`src/rtl/hazard_fwd_unit.sv`:
```
// hazard_fwd_unit
//   Hazard controller beside the ID stage of the 5-stage RV32 pipeline.
//   It keeps a shadow scoreboard of the EX/MEM/WB destination registers.
//   It resolves RAW hazards three ways:
//     - forwarding, with priority EX > MEM > WB;
//     - load-use stalls, LOAD_LAT cycles long;
//     - branch-taken flushes.
//   All control outputs are combinational, so a hazard decision has zero
//   cycles of latency.
//
// Ports
//   clk, rst_n               clock; rst_n is asynchronous and ACTIVE-HIGH
//   ID_rs1/2, ID_re1/2       ID source registers and their read enables
//   ID_waddr, ID_rf_we       ID destination register and its write enable
//   ID_is_load               ID instruction is a load
//   EX_result, MEM_wd, WB_wd candidate forwarding data
//   EX_br_taken              branch/jump in EX redirects the PC
//   stall_pc, stall_if_id    hold the PC and the IF/ID register
//   flush_if_id, flush       clear IF/ID; insert a bubble into ID/EX
//   rd1_op/rd2_op            use the forwarded operand
//   rd1_f/rd2_f              forwarded operand values
//
// Optional feature (macro HAZARD_PERF_CNT_EN)
//   Adds the counters stall_cnt and flush_cnt.
//   stall_cnt counts cycles with stall_pc = 1.
//   flush_cnt counts cycles with flush_if_id = 1.
//   Both counters wrap.
module hazard_fwd_unit #(
    parameter int DW       = 32,
    parameter int AW       = 5,
    parameter int LOAD_LAT = 1
) (
    input  logic          clk,
    input  logic          rst_n,
    input  logic [AW-1:0] ID_rs1,
    input  logic [AW-1:0] ID_rs2,
    input  logic          ID_re1,
    input  logic          ID_re2,
    input  logic [AW-1:0] ID_waddr,
    input  logic          ID_rf_we,
    input  logic          ID_is_load,
    input  logic [DW-1:0] EX_result,
    input  logic [DW-1:0] MEM_wd,
    input  logic [DW-1:0] WB_wd,
    input  logic          EX_br_taken,
    output logic          stall_pc,
    output logic          stall_if_id,
    output logic          flush_if_id,
    output logic          flush,
    output logic          rd1_op,
    output logic          rd2_op,
    output logic [DW-1:0] rd1_f,
    output logic [DW-1:0] rd2_f
`ifdef HAZARD_PERF_CNT_EN
    ,
    output logic [31:0]   stall_cnt,
    output logic [31:0]   flush_cnt
`endif
);

    typedef enum logic {RUN, STALL} state_t;

    state_t        state, state_nxt;
    logic [1:0]    cnt, cnt_nxt;

    // Scoreboard entries, one per downstream stage
    logic [AW-1:0] ex_waddr, mem_waddr, wb_waddr;
    logic          ex_we, mem_we, wb_we;
    logic          ex_ld, mem_ld, wb_ld;

    logic          ex_vld, mem_vld, wb_vld;
    logic          load_use;
    logic          stall_c, flush_c, flush_if_id_c, mask_ld;
    logic [DW:0]   fwd1, fwd2;

    assign ex_vld  = ex_we  && (ex_waddr  != '0);
    assign mem_vld = mem_we && (mem_waddr != '0);
    assign wb_vld  = wb_we  && (wb_waddr  != '0);

    assign load_use = ex_vld && ex_ld &&
                      ((ID_re1 && ID_rs1 == ex_waddr) || (ID_re2 && ID_rs2 == ex_waddr));

    // Returns {op, data}.
    // A matching load in EX blocks lower stages instead of falling through:
    // the youngest writer always wins, even when it cannot forward yet.
    function automatic logic [DW:0] fwd_sel(input logic re, input logic [AW-1:0] rs,
                                            input logic mask);
        fwd_sel = '0;
        if (re && ex_vld && rs == ex_waddr) begin
            if (!ex_ld) fwd_sel = {1'b1, EX_result};
        end else if (re && mem_vld && rs == mem_waddr) begin
            if (!(mask && mem_ld)) fwd_sel = {1'b1, MEM_wd};
        end else if (re && wb_vld && rs == wb_waddr) begin
            if (!(mask && wb_ld)) fwd_sel = {1'b1, WB_wd};
        end
    endfunction

    // Next-state and raw control decode
    always_comb begin
        state_nxt     = state;
        cnt_nxt       = cnt;
        stall_c       = 1'b0;
        flush_c       = 1'b0;
        flush_if_id_c = 1'b0;
        mask_ld       = 1'b0;
        if (EX_br_taken) begin
            // The ID instruction is squashed, so a pending load-use is moot
            flush_if_id_c = 1'b1;
            flush_c       = 1'b1;
            state_nxt     = RUN;
        end else begin
            case (state)
                RUN: begin
                    if (load_use) begin
                        stall_c = 1'b1;
                        flush_c = 1'b1;
                        if (LOAD_LAT > 1) begin
                            cnt_nxt   = 2'(LOAD_LAT - 1);
                            state_nxt = STALL;
                        end
                    end
                end
                STALL: begin
                    stall_c = 1'b1;
                    flush_c = 1'b1;
                    mask_ld = 1'b1;
                    cnt_nxt = cnt - 2'd1;
                    if (cnt <= 2'd1) state_nxt = RUN;
                end
                default: state_nxt = RUN;
            endcase
        end
    end

    assign fwd1 = fwd_sel(ID_re1, ID_rs1, mask_ld);
    assign fwd2 = fwd_sel(ID_re2, ID_rs2, mask_ld);

    // Outputs are forced low while reset is held, without waiting for an edge
    always_comb begin
        stall_pc    = 1'b0;
        stall_if_id = 1'b0;
        flush_if_id = 1'b0;
        flush       = 1'b0;
        rd1_op      = 1'b0;
        rd2_op      = 1'b0;
        rd1_f       = '0;
        rd2_f       = '0;
        if (!rst_n) begin
            stall_pc    = stall_c;
            stall_if_id = stall_c;
            flush_if_id = flush_if_id_c;
            flush       = flush_c;
            rd1_op      = fwd1[DW];
            rd2_op      = fwd2[DW];
            rd1_f       = fwd1[DW-1:0];
            rd2_f       = fwd2[DW-1:0];
        end
    end

    always_ff @(posedge clk or posedge rst_n) begin
        if (rst_n) begin
            state <= RUN;
            cnt   <= '0;
        end else begin
            state <= state_nxt;
            cnt   <= cnt_nxt;
        end
    end

    // ID -> EX -> MEM -> WB scoreboard shift; a flush enters a bubble
    always_ff @(posedge clk or posedge rst_n) begin
        if (rst_n) begin
            {ex_waddr, ex_we, ex_ld}    <= '0;
            {mem_waddr, mem_we, mem_ld} <= '0;
            {wb_waddr, wb_we, wb_ld}    <= '0;
        end else begin
            {wb_waddr, wb_we, wb_ld}    <= {mem_waddr, mem_we, mem_ld};
            {mem_waddr, mem_we, mem_ld} <= {ex_waddr, ex_we, ex_ld};
            if (flush_c)
                {ex_waddr, ex_we, ex_ld} <= '0;
            else
                {ex_waddr, ex_we, ex_ld} <= {ID_waddr, ID_rf_we, ID_is_load};
        end
    end

`ifdef HAZARD_PERF_CNT_EN
    always_ff @(posedge clk or posedge rst_n) begin
        if (rst_n) begin
            stall_cnt <= '0;
            flush_cnt <= '0;
        end else begin
            if (stall_pc)    stall_cnt <= stall_cnt + 32'd1;
            if (flush_if_id) flush_cnt <= flush_cnt + 32'd1;
        end
    end
`endif

endmodule
```
`config.mk`:
```
export PLATFORM = sky130hd
export DESIGN_NAME = hazard_fwd_unit
export DESIGN_NICKNAME = d
export VERILOG_FILES = /design/src/rtl/hazard_fwd_unit.sv
export SDC_FILE = /design/constraint.sdc
export NUM_CORES = 1
export LEC_CHECK = 0
export ABC_CLOCK_PERIOD_IN_PS = 3500
export BUFFER_PORTS_ARGS = -buffer_cell sky130_fd_sc_hd__clkbuf_2
export CORE_MARGIN = 1.5
export CORE_UTILIZATION = 40
export CTS_CLUSTER_DIAMETER = 40
export DETAILED_ROUTE_END_ITERATION = 10
export PLACE_DENSITY = 0.72
export SYNTH_ARGS = -nofsm -noshare
export SYNTH_HDL_FRONTEND = slang
export SYNTH_SLANG_ARGS = --single-unit
```
`constraint.sdc`:
```
create_clock -name clk -period 3.5 [get_ports clk]
set_clock_uncertainty 0.2 [all_clocks]
set_input_delay 0.525 -clock clk [delete_from_list [all_inputs] [get_ports clk]]
set_output_delay 0.525 -clock clk [all_outputs]
set_load 0.02 [all_outputs]
```
After elaboration in Yosys (flattened, before gate mapping)
Index checks and enable logic that the tools add are counted.

Register bits: 24. Bits of input ports: 118. Output and inout bits: 70. Logic and storage cells: 76.

$add $sub $neg: 1. Order comparisons: 1. Equal/unequal tests: 6. Mux-type cells: 29. Bitwise gates (word level): 2. Reductions and logical operators: 26.

Operators with widths (number): 33-bit two-way mux (9); 32-bit two-way mux (2); 5-bit equality test (6); 1-bit logical AND (21); 1-bit two-way mux (16); 5-bit nonzero test (3); 5-bit two-way mux (1); 2-bit by 1-bit less-or-equal comparator with 1-bit output, second input constant (1); 1-bit NOT (2); 1-bit one-hot mux with 2 select lines (1); 2-bit AND reduction (1); 2-bit by 1-bit subtractor with 2-bit output, second input constant (1); 1-bit logical OR (1).

Logic depth before layout (Yosys ltp)
Gate-level depths: netlist of the first run.

Depth in word-level cells: 8. Depth in mapped cells: 7.

Least setup slack after synthesis of the first run
No wires, ideal clock.

Path type: input port to output port. From: in ID_rs1[4]. To: out rd1_f[12]. Arrival: 2.225 ns. Slack: 0.550 ns. Stages: 7. Buffers on the path: 2. Cell sequence: xor2_1 -> nor4_4 -> and4_1 -> buf_6 -> buf_6 -> a31oi_1 -> a221oi_1.

Longest elaborated chain between the ends: 6. Elaborated cells between the ends (all ways): 10. Classes of those cells: eq/ne: 3; mux: 4; reduce/logical: 3.

RTL lines: start: declaration (RTL line 35) `input logic [AW-1:0] ID_rs1,`; 5-bit equality test (RTL line 93) `end else if (re && wb_vld && rs == wb_waddr) begin`; 1-bit logical AND (RTL line 93); 33-bit two-way mux (RTL line 93); 33-bit two-way mux (RTL line 91) `end else if (re && mem_vld && rs == mem_waddr) begin`; 33-bit two-way mux * (RTL line 89) `if (re && ex_vld && rs == ex_waddr) begin`; 32-bit two-way mux * (RTL line 148) `if (!rst_n) begin`; end: declaration (RTL line 52) `output logic [DW-1:0] rd1_f,`.

Mark *: on every way between the ends. The rest lies on a longest branch, timed or not.

Worst setup path after layout of the first run
From: reg mem_waddr[2]. To: out rd1_f[25].

Longest elaborated chain between the ends: 7. Elaborated cells between the ends (all ways): 8. Classes of those cells: eq/ne: 1; mux: 3; reduce/logical: 4.

RTL lines: start: declaration (RTL line 67) `logic [AW-1:0] ex_waddr, mem_waddr, wb_waddr;`; start signal: assignment (RTL line 178) `{mem_waddr, mem_we, mem_ld} <= {ex_waddr, ex_we, ex_ld};`; 5-bit nonzero test (RTL line 77) `assign mem_vld = mem_we && (mem_waddr != '0);`; 1-bit logical AND (RTL line 77); 1-bit logical AND (RTL line 91); 1-bit logical AND * (RTL line 91); 33-bit two-way mux * (RTL line 91); 33-bit two-way mux * (RTL line 89); 32-bit two-way mux * (RTL line 148).

Marked as above.

==> results of run 1 <==
-- power groups by stage --
stage               Combinational, mW  Sequential (mW)  Clock [mW]
finish                          0.222            0.309       0.233
global route                    0.242            0.311       0.253
CTS                             0.220            0.309       0.237
detailed placement              0.219            0.315           0
global placement                0.214            0.314           0
floorplan                       0.112            0.306           0
-- cell type report --
type	instances	area, um^2
clock inverters	1	30.0
repair buffers	202	1120
well taps	99	124
fillers	719	3240
clock buffers	3	41.3
inverters	3	11.3
flip-flops and latches	24	601
multi-input cells	305	2200
-- worst register-to-register path: cells and delay by family, from the launching register on --
family / cells / cell delay (ns)
AND/OR/NAND/NOR: 2 / 0.76
flip-flops: 1 / 0.45
AO/OA/AOI/OAI: 2 / 0.72
-- state kept, by name (all words and copies together), names as in the netlist --
name,cells
wb_waddr,5
ex_we,1
state,1
ex_ld,1
wb_ld,1
ex_waddr,5
mem_we,1
wb_we,1
mem_waddr,5
cnt,2
mem_ld,1
-- placed cells by master, fill, tap and decap left out, types with 3 or more instances in the layout --
master,netlist,final
xnor2_1,23,23
nand2b_1,33,33
dfrtp_1,24,24
and2_1,7,7
clkbuf_8,0,3
or4_1,3,3
a31oi_1,65,65
xor2_1,8,8
nand4_1,4,4
nand3_1,64,64
nand2_1,6,6
a221oi_1,61,61
clkbuf_2,0,187
a221oi_2,4,4
buf_4,6,9
buf_12,0,6
inv_1,3,3
-- routing by layer --
| metal | track usage | vias up | share of wire |
|---|---|---|---|
| met4 | 0.0742 | 2 | 0.020 |
| li1 | - | 1859 | - |
| met1 | 0.326 | 1884 | 0.38 |
| met2 | 0.464 | 266 | 0.51 |
| met3 | 0.0320 | 25 | 0.087 |
| met5 | 0 | - | 0.0011 |
-- kinds of logic (layout without fill, tap and decap cells) --
group,Yosys count,count (layout)
flops,24,24
mux,1,1
compound gates,139,139
buf+inv,57,209
fa+ha+maj,1,1
simple gates,133,133
xor+xnor,31,31
-- how the worst max path moves through the flow --
stage,to,slack [ns],cells after the start
6_report,rd1_f[25],0.09,6
3_5_place_dp,rd1_f[25],0.34,8
4_1_cts,rd1_f[25],0.1,6
2_1_floorplan,rd1_f[12],0.55,7
5_1_grt,rd1_f[25],0.006,6
3_3_place_gp,rd1_f[22],0.43,8
-- metrics by stage --
| stage | total power [mW] | setup slack [ns] |
|---|---|---|
| after floorplan | 0.418 | 0.550 |
| after CTS | 0.766 | 0.0979 |
| after detailed placement | 0.533 | 0.336 |
| final | 0.763 | 0.0924 |
| after global routing | 0.806 | 0.00641 |
| after global placement | 0.528 | 0.425 |
==> summary.md, run 1 <==
| Metric | Value |
|---|---|
| Buffers & Inverters on Critical Path | `1` |
| Post-synthesis compound-gate area fraction | `0.350` |
| Reg2Reg Setup Slack | `1.31 ns` |
| Num CTS Buffers | `3` |
| Placer Congestion | `0.874` |
| Hold-fix buffers at CTS | `0` |
| Ys Warns | `0` |
| First DRT Iteration DRCs | `between 300 and 400` |
| Crit Path Class | `reg2out` |
| Clock Latency Late Sink | `about 0.26 ns` |
| Initial antenna violation count | `1` |
| Post-synthesis adder-cell area fraction | `0.00406` |
| MaxCap Viol Count | `0` |
| R2r startpoint | `ex_waddr[2]$_DFF_PP0_` |
| Synth top area share | `0.195` |
| Final Max Tran Viols | `0` |
| FF+latch count, synth | `24` |
| Row count | `31` |
| Worst setup path start | `mem_waddr[2]$_DFF_PP0_` |
| R2R cell count | `4` |
| Avg Synthesized Cell Area | `around 8.0 um^2` |
| Initial DRT Pass Iterations | `5` |
| Area growth syn-to-layout | `33.8%` |
| Reg power frac | `0.405` |
| Period Utilization, post-route | `0.974` |
| Reg2reg end | `ex_ld$_DFF_PP0_` |
| Worst path top cell family by delay | `simple AND/OR/NAND/NOR gates` |
| Core area | `roughly 7400 um^2` |
| CTS tree | `yes` |
| Remaining global-route overflow | `0` |
| Total Negative Setup Slacks | `0 ns` |
| Mux cell area share after synthesis | `0.00365` |
| Area of the die | `8250 um^2` |
| Synth Net Count | `505` |
| Placed instance area | `just over 4000 um^2` |
| Hold EP | `wb_ld$_DFF_PP0_` |
| Max stage delay on crit path | `between 0.5 and 0.6 ns` |
| XOR/XNOR share of the synthesized area | `0.0880` |
| Largest net degree at the start of global routing | `67` |
| Drt wl/cell | `18.0 um` |
| RSZ-0062 raised after global routing | `false` |
| Ant. Diodes | `0` |
| P_leak | `roughly 1.7 nW` |
| Final Non-Filler Cells | `around 640` |
| Status | `finished clean` |
| Largest family of logic cells by synthesized area | `compound AO/OA/AOI/OAI gates` |
| Clock network fraction of total power | `0.305` |
| Final ANT Viol Nets | `0` |
| Ys async rst share | `1.00` |
| Placed Cells | `about 630` |
| Final setup viols | `0` |
| Die Y | `just over 90 um` |
| Initial Util | `0.419` |
| Slew HR | `0.368` |
| Vias in the first global route | `roughly 3700` |
| Int Pwr | `around 540 uW` |
| Pwr Density | `around 180 nW/um^2` |
| Cell area after layout | `4130 um^2` |
| Peak VDD IR | `about 0.00032 V` |
| Mapped Area | `slightly above 3000 um^2` |
| Post-CTS Setup Bufs | `0` |
| Routed WL | `roughly 11 mm` |
| Sink Count | `24` |
| Simple-Gate Fraction of Synth Area | `0.257` |
| Ports | `188` |
| Switching Power | `about 220 uW` |
| NumNets Final | `658` |
| Yosys top cell by area | `dfrtp_1` |
| Top cells by count, synth | `a31oi_1, nand3_1, a221oi_1` |
| Vias | `4036` |
| Post-synth EDFFs | `0` |
| Hold depth | `0` |
| Detail Placement HPWL | `approximately 8.4 mm` |
| Most common cell in the netlist | `a31oi_1` |
| Minimum clock period after layout | `between 3 and 4 ns` |
| Critical Path RT | `2.77 ns` |
| # DRC | `0` |
| Bufs on Longest Clock Path | `2` |
| First-pass GRT wire length | `roughly 18 mm` |
| Overall routing resource usage | `0.260` |
| Die width | `about 91 um` |
| Port-buffer cells | `approximately 190` |
| Top post-synthesis cells by area | `dfrtp_1, a221oi_1, a31oi_1` |
| Hold Path Origin | `mem_ld$_DFF_PP0_` |
| Combinational power share | `0.290` |
| Primary FF master, synth | `dfrtp_1` |
| Worst path arrival time | `between 2 and 3 ns` |
| Hold Slack | `0.183 ns` |
| Clock transition at path regs | `0.08 ns` |
| Achievable frequency | `just under 300 MHz` |
| Worst-margin pin slew | `0.947 ns` |
| Final core occ | `0.560` |
| Critical-path top delay cell | `or4_1` |
| Vias per cell | `6.34` |
| Share of cells above drive strength 1 | `0.413` |
| H-tree levels | `1` |
| Crit path launch type | `flip-flop` |
| Seq/Total Area, Yosys | `0.195` |
| Sw Ratio | `0.286` |
| Hold Path Class | `reg2reg` |
| Cell breakdown of the critical path | `or4_1, o21a_1, nand4_4, nand3_1, a221oi_1, clkbuf_2` |
| Hold Vio Cnt, Final | `0` |
| Yosys cell types | `38` |
| Max Fanout on Critical Path | `33` |
| CTS resizes | `0` |
| Synthesized instance count | `about 390` |
| Crit end category | `primary output` |
| Root buf cell | `clkbuf_8` |
Power figures use the tool's default switching activity.
==> run 2: changes to the inputs <==
--- a/config.mk
+++ b/config.mk
@@ -12,6 +12,7 @@
 export CTS_CLUSTER_DIAMETER = 40
 export DETAILED_ROUTE_END_ITERATION = 10
 export PLACE_DENSITY = 0.72
+export SETUP_SLACK_MARGIN = 0.5
 export SYNTH_ARGS = -nofsm -noshare
 export SYNTH_HDL_FRONTEND = slang
 export SYNTH_SLANG_ARGS = --single-unit
==> run 2 against run 1 <==
Compared with the run above: combinational power grew 25%; hold slack is essentially flat; die area is the same; critical path depth grew 1; largest cell class unchanged; largest power group unchanged.
==> summary.md, run 2 (synthesis gave the netlist of run 1 again) <==
| Metric | Value |
|---|---|
| Largest net degree at the start of global routing | `59 (-12%)` |
| H-tree levels | `1 (unchanged)` |
| Hold Path Origin | `mem_ld$_DFF_PP0_` |
| Initial DRT Pass Iterations | `7 (+2)` |
| Vias in the first global route | `4128 (+12%)` |
| MaxCap Viol Count | `0 (unchanged)` |
| Final ANT Viol Nets | `0 (unchanged)` |
| Worst path arrival time | `2.46 ns (-0.22 ns)` |
| Cell breakdown of the critical path | `or4_4, o21a_4, buf_6, nand4_4, nand3_1, a221oi_2, buf_4` |
| RSZ-0062 raised after global routing | `true` |
| First-pass GRT wire length | `20.7 mm (+15%)` |
| NumNets Final | `686 (+4.3%)` |
| # DRC | `0 (unchanged)` |
| Initial Util | `0.419 (unchanged)` |
| Clock network fraction of total power | `0.286 (-0.019)` |
| Pwr Total | `818 uW (+7.2%)` |
| Ant. Diodes | `0 (unchanged)` |
| CTS tree | `yes` |
| Combinational power share | `0.338 (+0.048)` |
| Commonest non-fill, non-tap cell in the layout | `clkbuf_2` |
| Remaining global-route overflow | `0 (unchanged)` |
| Total Negative Setup Slacks | `0 ns (unchanged)` |
| Cell area after layout | `4950 um^2 (+20%)` |
| Worst path top cell family by delay | `simple AND/OR/NAND/NOR gates` |
| Sink Count | `24 (unchanged)` |
| Max stage delay on crit path | `0.54 ns (+0.03 ns)` |
| Slew HR | `0.363 (-0.00523)` |
| Hold Vio Cnt, Final | `0 (unchanged)` |
| Die width | `90.8 um (unchanged)` |
| Int Pwr | `567 uW (+4.0%)` |
| Worst setup path start | `mem_waddr[1]$_DFF_PP0_` |
| Drt wl/cell | `20.6 um (+15%)` |
| Pwr Density | `165 nW/um^2 (-11%)` |
| R2r startpoint | `ex_waddr[3]$_DFF_PP0_` |
| Critical-path top delay cell | `or4_4` |
| Num CTS Buffers | `3 (unchanged)` |
| Overall routing resource usage | `0.304 (+0.0444)` |
| Placed instance area | `4050 um^2 (unchanged)` |
| Commonest cells after routing, fill and taps aside | `clkbuf_2, buf_4, a31oi_1` |
| Minimum clock period after layout | `3.19 ns (-0.218 ns)` |
| Ports | `188 (unchanged)` |
| Vias | `4411 (+9.3%)` |
| Status | `finished clean` |
| Worst-margin pin slew | `0.955 ns (+0.00785 ns)` |
| Routed WL | `13.7 mm (+20%)` |
| Row count | `31 (unchanged)` |
| Hold-fix buffers at CTS | `0 (unchanged)` |
| P_leak | `1.98 nW (+15%)` |
| Root buf cell | `clkbuf_8` |
| Detail Placement HPWL | `8.37 mm (unchanged)` |
| Final core occ | `0.671 (+0.111)` |
| Share of cells above drive strength 1 | `0.528 (+0.116)` |
| Buffers & Inverters on Critical Path | `2 (+1)` |
| Die Y | `90.8 um (unchanged)` |
| Bufs on Longest Clock Path | `2 (unchanged)` |
| Peak VDD IR | `0.000309 V (-3.1%)` |
| Final Max Tran Viols | `0 (unchanged)` |
| Period Utilization, post-route | `0.911 (-0.0622)` |
| Initial antenna violation count | `1 (unchanged)` |
| Core area | `7370 um^2 (unchanged)` |
| Achievable frequency | `313 MHz (+6.8%)` |
| Clock transition at path regs | `0.08 ns (about the same)` |
| Final setup viols | `0 (unchanged)` |
| Crit Path Class | `reg2out` |
| Area growth syn-to-layout | `60.4%` |
| Hold Slack | `0.182 ns (-0.000254 ns)` |
| First DRT Iteration DRCs | `346 (+11%)` |
| Switching Power | `251 uW (+15%)` |
| Vias per cell | `6.63 (+4.7%)` |
| Critical Path RT | `2.77 ns (about the same)` |
| Crit end category | `primary output` |
| Fillers | `616 (-14%)` |
| Reg power frac | `0.376 (-0.029)` |
| Placer Congestion | `0.874 (unchanged)` |
| Hold Path Class | `reg2reg` |
| Clock Latency Late Sink | `0.26 ns (about the same)` |
| Max Fanout on Critical Path | `8 (-76%)` |
| Port-buffer cells | `187 (unchanged)` |
| Crit path launch type | `flip-flop` |
| Area of the die | `8250 um^2 (unchanged)` |
| Sw Ratio | `0.307 (+0.0213)` |
run 2: changes by cell type in the layout (fill, tap and decap cells not counted), moves of 3 or more:
cell / previous run / this run
a221oi_1: 61 / 30
a221oi_2: 4 / 35
a31oi_1: 65 / 61
a31oi_2: 0 / 3
buf_16: 0 / 3
buf_2: 0 / 21
buf_4: 9 / 64
buf_6: 0 / 5
clkbuf_2: 187 / 124
nand3_1: 64 / 58
nand3_2: 0 / 6
nand4_4: 2 / 5
run 2: repair_timing:
item                                   4_1_cts  5_1_grt
setup endpoints to repair                   66       67
pin swaps                                   15       26
endpoints found under the hold margin        0        0
gates cloned                                 6        1
setup buffers                               17        4
resized for setup                           82       96
run 2: per-layer routing:
metal | vias to the layer above | GRT usage | part of all wire
met5 | - | 0 | 0.00095
met4 | 2 | 0.111 | 0.036
met3 | 59 | 0.0412 | 0.087
met2 | 322 | 0.550 | 0.50
met1 | 2089 | 0.364 | 0.38
li1 | 1939 | - | -
run 2: metrics by stage:
stage	std cells	setup slack [ns]
floorplan	386	0.550
global placement	633	0.425
detailed placement	633	0.336
CTS	660	0.370
global route	665	0.265
finish	665	0.310
run 2: final cells by class:
type	instances	area, um^2	area share
Multi-Input combinational cell	308	2600	0.526
Timing Repair Buffer	227	1540	0.311
Sequential cell	24	601	0.121
Clock inverter	1	30.0	0.00607
Inverter	3	11.3	0.00228
Clock buffer	3	41.3	0.00834
Tap cell	99	124	0.0250
run 2: path summary, 6_finish.rpt:
check                                         to  slack (ns)  cells past startpoint
hold reg to reg                  wb_ld$_DFF_PP0_        0.18                      0
max in group asynchronous  wb_waddr[3]$_DFF_PP0_        1.85                      2
hold / removal                   wb_ld$_DFF_PP0_        0.18                      0
min in group asynchronous  ex_waddr[2]$_DFF_PP0_        0.72                      2
setup / recovery                       rd1_f[12]        0.31                      7
setup reg to reg                 ex_ld$_DFF_PP0_        1.36                      7
run 2: power groups by stage:
stage                     Combinational [mW]  Clock, mW  Sequential (mW)
after floorplan                        0.112          0            0.306
after global placement                 0.214          0            0.314
after detailed placement               0.219          0            0.315
after CTS                              0.263      0.237            0.307
after global routing                   0.296      0.255            0.310
final                                  0.277      0.234            0.308
==> run 3: changes to the inputs <==
--- a/config.mk
+++ b/config.mk
@@ -5,13 +5,13 @@
 export SDC_FILE = /design/constraint.sdc
 export NUM_CORES = 1
 export LEC_CHECK = 0
-export ABC_CLOCK_PERIOD_IN_PS = 3500
+export ABC_CLOCK_PERIOD_IN_PS = 2600
 export BUFFER_PORTS_ARGS = -buffer_cell sky130_fd_sc_hd__clkbuf_2
 export CORE_MARGIN = 1.5
 export CORE_UTILIZATION = 40
 export CTS_CLUSTER_DIAMETER = 40
 export DETAILED_ROUTE_END_ITERATION = 10
-export PLACE_DENSITY = 0.72
+export PLACE_DENSITY = 0.75
 export SETUP_SLACK_MARGIN = 0.5
 export SYNTH_ARGS = -nofsm -noshare
 export SYNTH_HDL_FRONTEND = slang
==> constraint.sdc (replaced) <==
create_clock -name clk -period 2.6 [get_ports clk]
set_clock_uncertainty 0.2 [all_clocks]
set_input_delay 0.39 -clock clk [delete_from_list [all_inputs] [get_ports clk]]
set_output_delay 0.39 -clock clk [all_outputs]
set_load 0.02 [all_outputs]
==> run 3 against run 2 <==
Compared with the run above: the run now ends with setup timing left; die area unchanged; routed wire length up 25%; non-clock buffer count up 38; register-to-register slack worse by 0.90 ns; clock power up 40%; cell count up 5.3%; sequential share of layout area down 3.0 points; hold slack worse by 0.041 ns; setup slack worse by 0.88 ns; combinational power up 78%; global-route usage up 3.8 points; critical path depth up 1; largest cell class unchanged.
==> summary.md, run 3 (synthesis gave the netlist of run 1 again) <==
| Metric | Value |
|---|---|
| Minimum clock period after layout | `around 3.2 ns` |
| Overall routing resource usage | `0.342 (+0.0377)` |
| Sw Ratio | `0.341 (+0.0339)` |
| Die width | `90.8 um (unchanged)` |
| MaxCap Viol Count | `0 (unchanged)` |
| Violated checks | `setup timing` |
| # DRC | `0 (unchanged)` |
| Commonest cells after routing, fill and taps aside | `clkbuf_2, buf_4, nand3_1` |
| Clock network fraction of total power | `0.265 (-0.021)` |
| P_leak | `2.32 nW (+17%)` |
| Sink Count | `24 (unchanged)` |
| Initial Util | `0.419 (unchanged)` |
| First DRT Iteration DRCs | `312 (-9.8%)` |
| Slew HR | `0.511 (+0.148)` |
| Core area | `7370 um^2 (unchanged)` |
| Critical-path top delay cell | `dfrtp_1` |
| Port-buffer cells | `187 (unchanged)` |
| H-tree levels | `1 (unchanged)` |
| Initial antenna violation count | `0 (-1)` |
| Achievable frequency | `about 320 MHz` |
| Crit path launch type | `flip-flop` |
| Area growth syn-to-layout | `113%` |
| Most used cell, CP | `buf_6` |
| Ant. Diodes | `0 (unchanged)` |
| Initial DRT Pass Iterations | `6 (-1)` |
| Row count | `31 (unchanged)` |
| Int Pwr | `812 uW (+43%)` |
| Fillers | `320 (-48%)` |
| Vias in the first global route | `4787 (+16%)` |
| Max Fanout on Critical Path | `13 (+5)` |
| Final ANT Viol Nets | `0 (unchanged)` |
| Period Utilization, post-route | `1.22` |
| Area of the die | `8250 um^2 (unchanged)` |
| Worst-margin pin slew | `0.733 ns (-0.222 ns)` |
| Cell area after layout | `6580 um^2 (+33%)` |
| Vias per cell | `6.83 (+2.9%)` |
| Status | `complete, but fails checks` |
| Final core occ | `0.893 (+0.221)` |
| Root buf cell | `clkbuf_8` |
| Pwr Density | `187 nW/um^2 (+13%)` |
| Hold Vio Cnt, Final | `0 (unchanged)` |
| Hold Path Class | `in2reg` |
| CTS tree | `yes` |
| Final WS setup | `-0.571 ns (-0.881 ns)` |
| Critical Path RT | `2.01 ns (-0.76 ns)` |
| Vias | `4780 (+8.4%)` |
| First-pass GRT wire length | `23.4 mm (+13%)` |
| Worst path top cell family by delay | `simple AND/OR/NAND/NOR gates` |
| Peak VDD IR | `0.000398 V (+29%)` |
| Crit end category | `primary output` |
| Reg area | `603 um^2 (+0.42%)` |
| Reg power frac | `0.333 (-0.043)` |
| Bufs on Longest Clock Path | `2 (unchanged)` |
| Commonest non-fill, non-tap cell in the layout | `clkbuf_2` |
| Clock transition at path regs | `0.08 ns (about the same)` |
| Buffers & Inverters on Critical Path | `3 (+1)` |
| Drt wl/cell | `24.4 um (+18%)` |
| Total Negative Setup Slacks | `-29.90 ns (-29.90 ns)` |
| Worst path arrival time | `2.58 ns (+0.12 ns)` |
| Post-Place Setup Slack | `-0.253 ns (-0.589 ns)` |
| Combinational power share | `0.401 (+0.063)` |
| Largest net degree at the start of global routing | `55 (-6.8%)` |
| Switching Power | `420 uW (+67%)` |
| Detail Placement HPWL | `9.86 mm (+18%)` |
| Cell breakdown of the critical path | `buf_6, xor2_4, nor4_4, and4_4, buf_12, a31oi_1, a221oi_4, buf_6` |
| Multi-input logic area | `3520 um^2 (+35%)` |
| Die Y | `90.8 um (unchanged)` |
| Share of cells above drive strength 1 | `0.702 (+0.174)` |
| Final setup viols | `69 (+69)` |
| Ports | `188 (unchanged)` |
| Placer Congestion | `1.01 (+15%)` |
| Final Max Tran Viols | `0 (unchanged)` |
| Hold-fix buffers at CTS | `0 (unchanged)` |
| Remaining global-route overflow | `0 (unchanged)` |
| Routed WL | `17.1 mm (+25%)` |
| NumNets Final | `721 (+5.1%)` |
| Max stage delay on crit path | `0.41 ns (-0.13 ns)` |
| RSZ-0062 raised after global routing | `true` |
| Clock Latency Late Sink | `0.27 ns (about the same)` |
| Num CTS Buffers | `3 (unchanged)` |
| Placed instance area | `5500 um^2 (+36%)` |
| Crit Path Class | `reg2out` |
## run 3: cell types whose count changed in the layout (fill, tap and decap cells not counted), sizes merged
cell	change
nand4	-3
clkbuf	+20
buf	+18
## run 3: area by class of cell
cell class / instances / share of cell area
Timing Repair Buffer: 265 / 0.342
Multi-Input combinational cell: 305 / 0.535
Tap cell: 99 / 0.0188
Clock buffer: 3 / 0.00628
Clock inverter: 1 / 0.00456
Sequential cell: 24 / 0.0917
Inverter: 3 / 0.00171
## run 3: power by group through the flow
stage | clock network (mW) | logic [mW] | registers (mW)
global route | 0.355 | 0.518 | 0.412
finish | 0.327 | 0.494 | 0.410
floorplan | 0 | 0.204 | 0.412
global placement | 0 | 0.403 | 0.414
detailed placement | 0 | 0.414 | 0.415
CTS | 0.328 | 0.445 | 0.408
## run 3: final timing paths
path,end,slack (ns),depth (start not counted),startpoint
min,ex_ld$_DFF_PP0_,0.14,2,ID_is_load
min in group asynchronous,mem_we$_DFF_PP0_,0.49,4,rst_n
max,rd1_f[23],-0.57,8,mem_waddr[2]$_DFF_PP0_
max in group asynchronous,ex_waddr[4]$_DFF_PP0_,1.46,4,rst_n
max reg2reg,ex_waddr[0]$_DFF_PP0_,0.46,5,ex_waddr[1]$_DFF_PP0_
min reg2reg,wb_we$_DFF_PP0_,0.22,0,mem_we$_DFF_PP0_
## run 3: stage by stage
step,power [mW],instances,hold WS (ns)
floorplan,0.616,386,0.152
global placement,0.817,675,0.156
detailed placement,0.828,675,0.168
CTS,1.18,690,0.125
global route,1.28,700,0.131
finish,1.23,700,0.141
## run 3: repair_timing
action,in CTS,in global routing
endpoints found under the setup margin,76,76
gates cloned,2,5
pin swaps,38,38
buffers inserted,9,5
resized for setup,93,117
## run 3: worst reg2reg max path: cells and delay by family (launching register included)
family	cells	cell delay [ns]
buf+inv	1	0.22
flops	1	0.43
compound gates	2	0.52
simple gates	2	0.72
## run 3: per-layer routing
layer	share of wire	GRT usage	vias to the layer above	wire (um)
met2	0.49	0.613	370	8380
li1	-	-	2000	-
met4	0.074	0.156	0	1270
met5	0	0	-	0
met1	0.36	0.406	2289	6110
met3	0.078	0.0379	121	1330
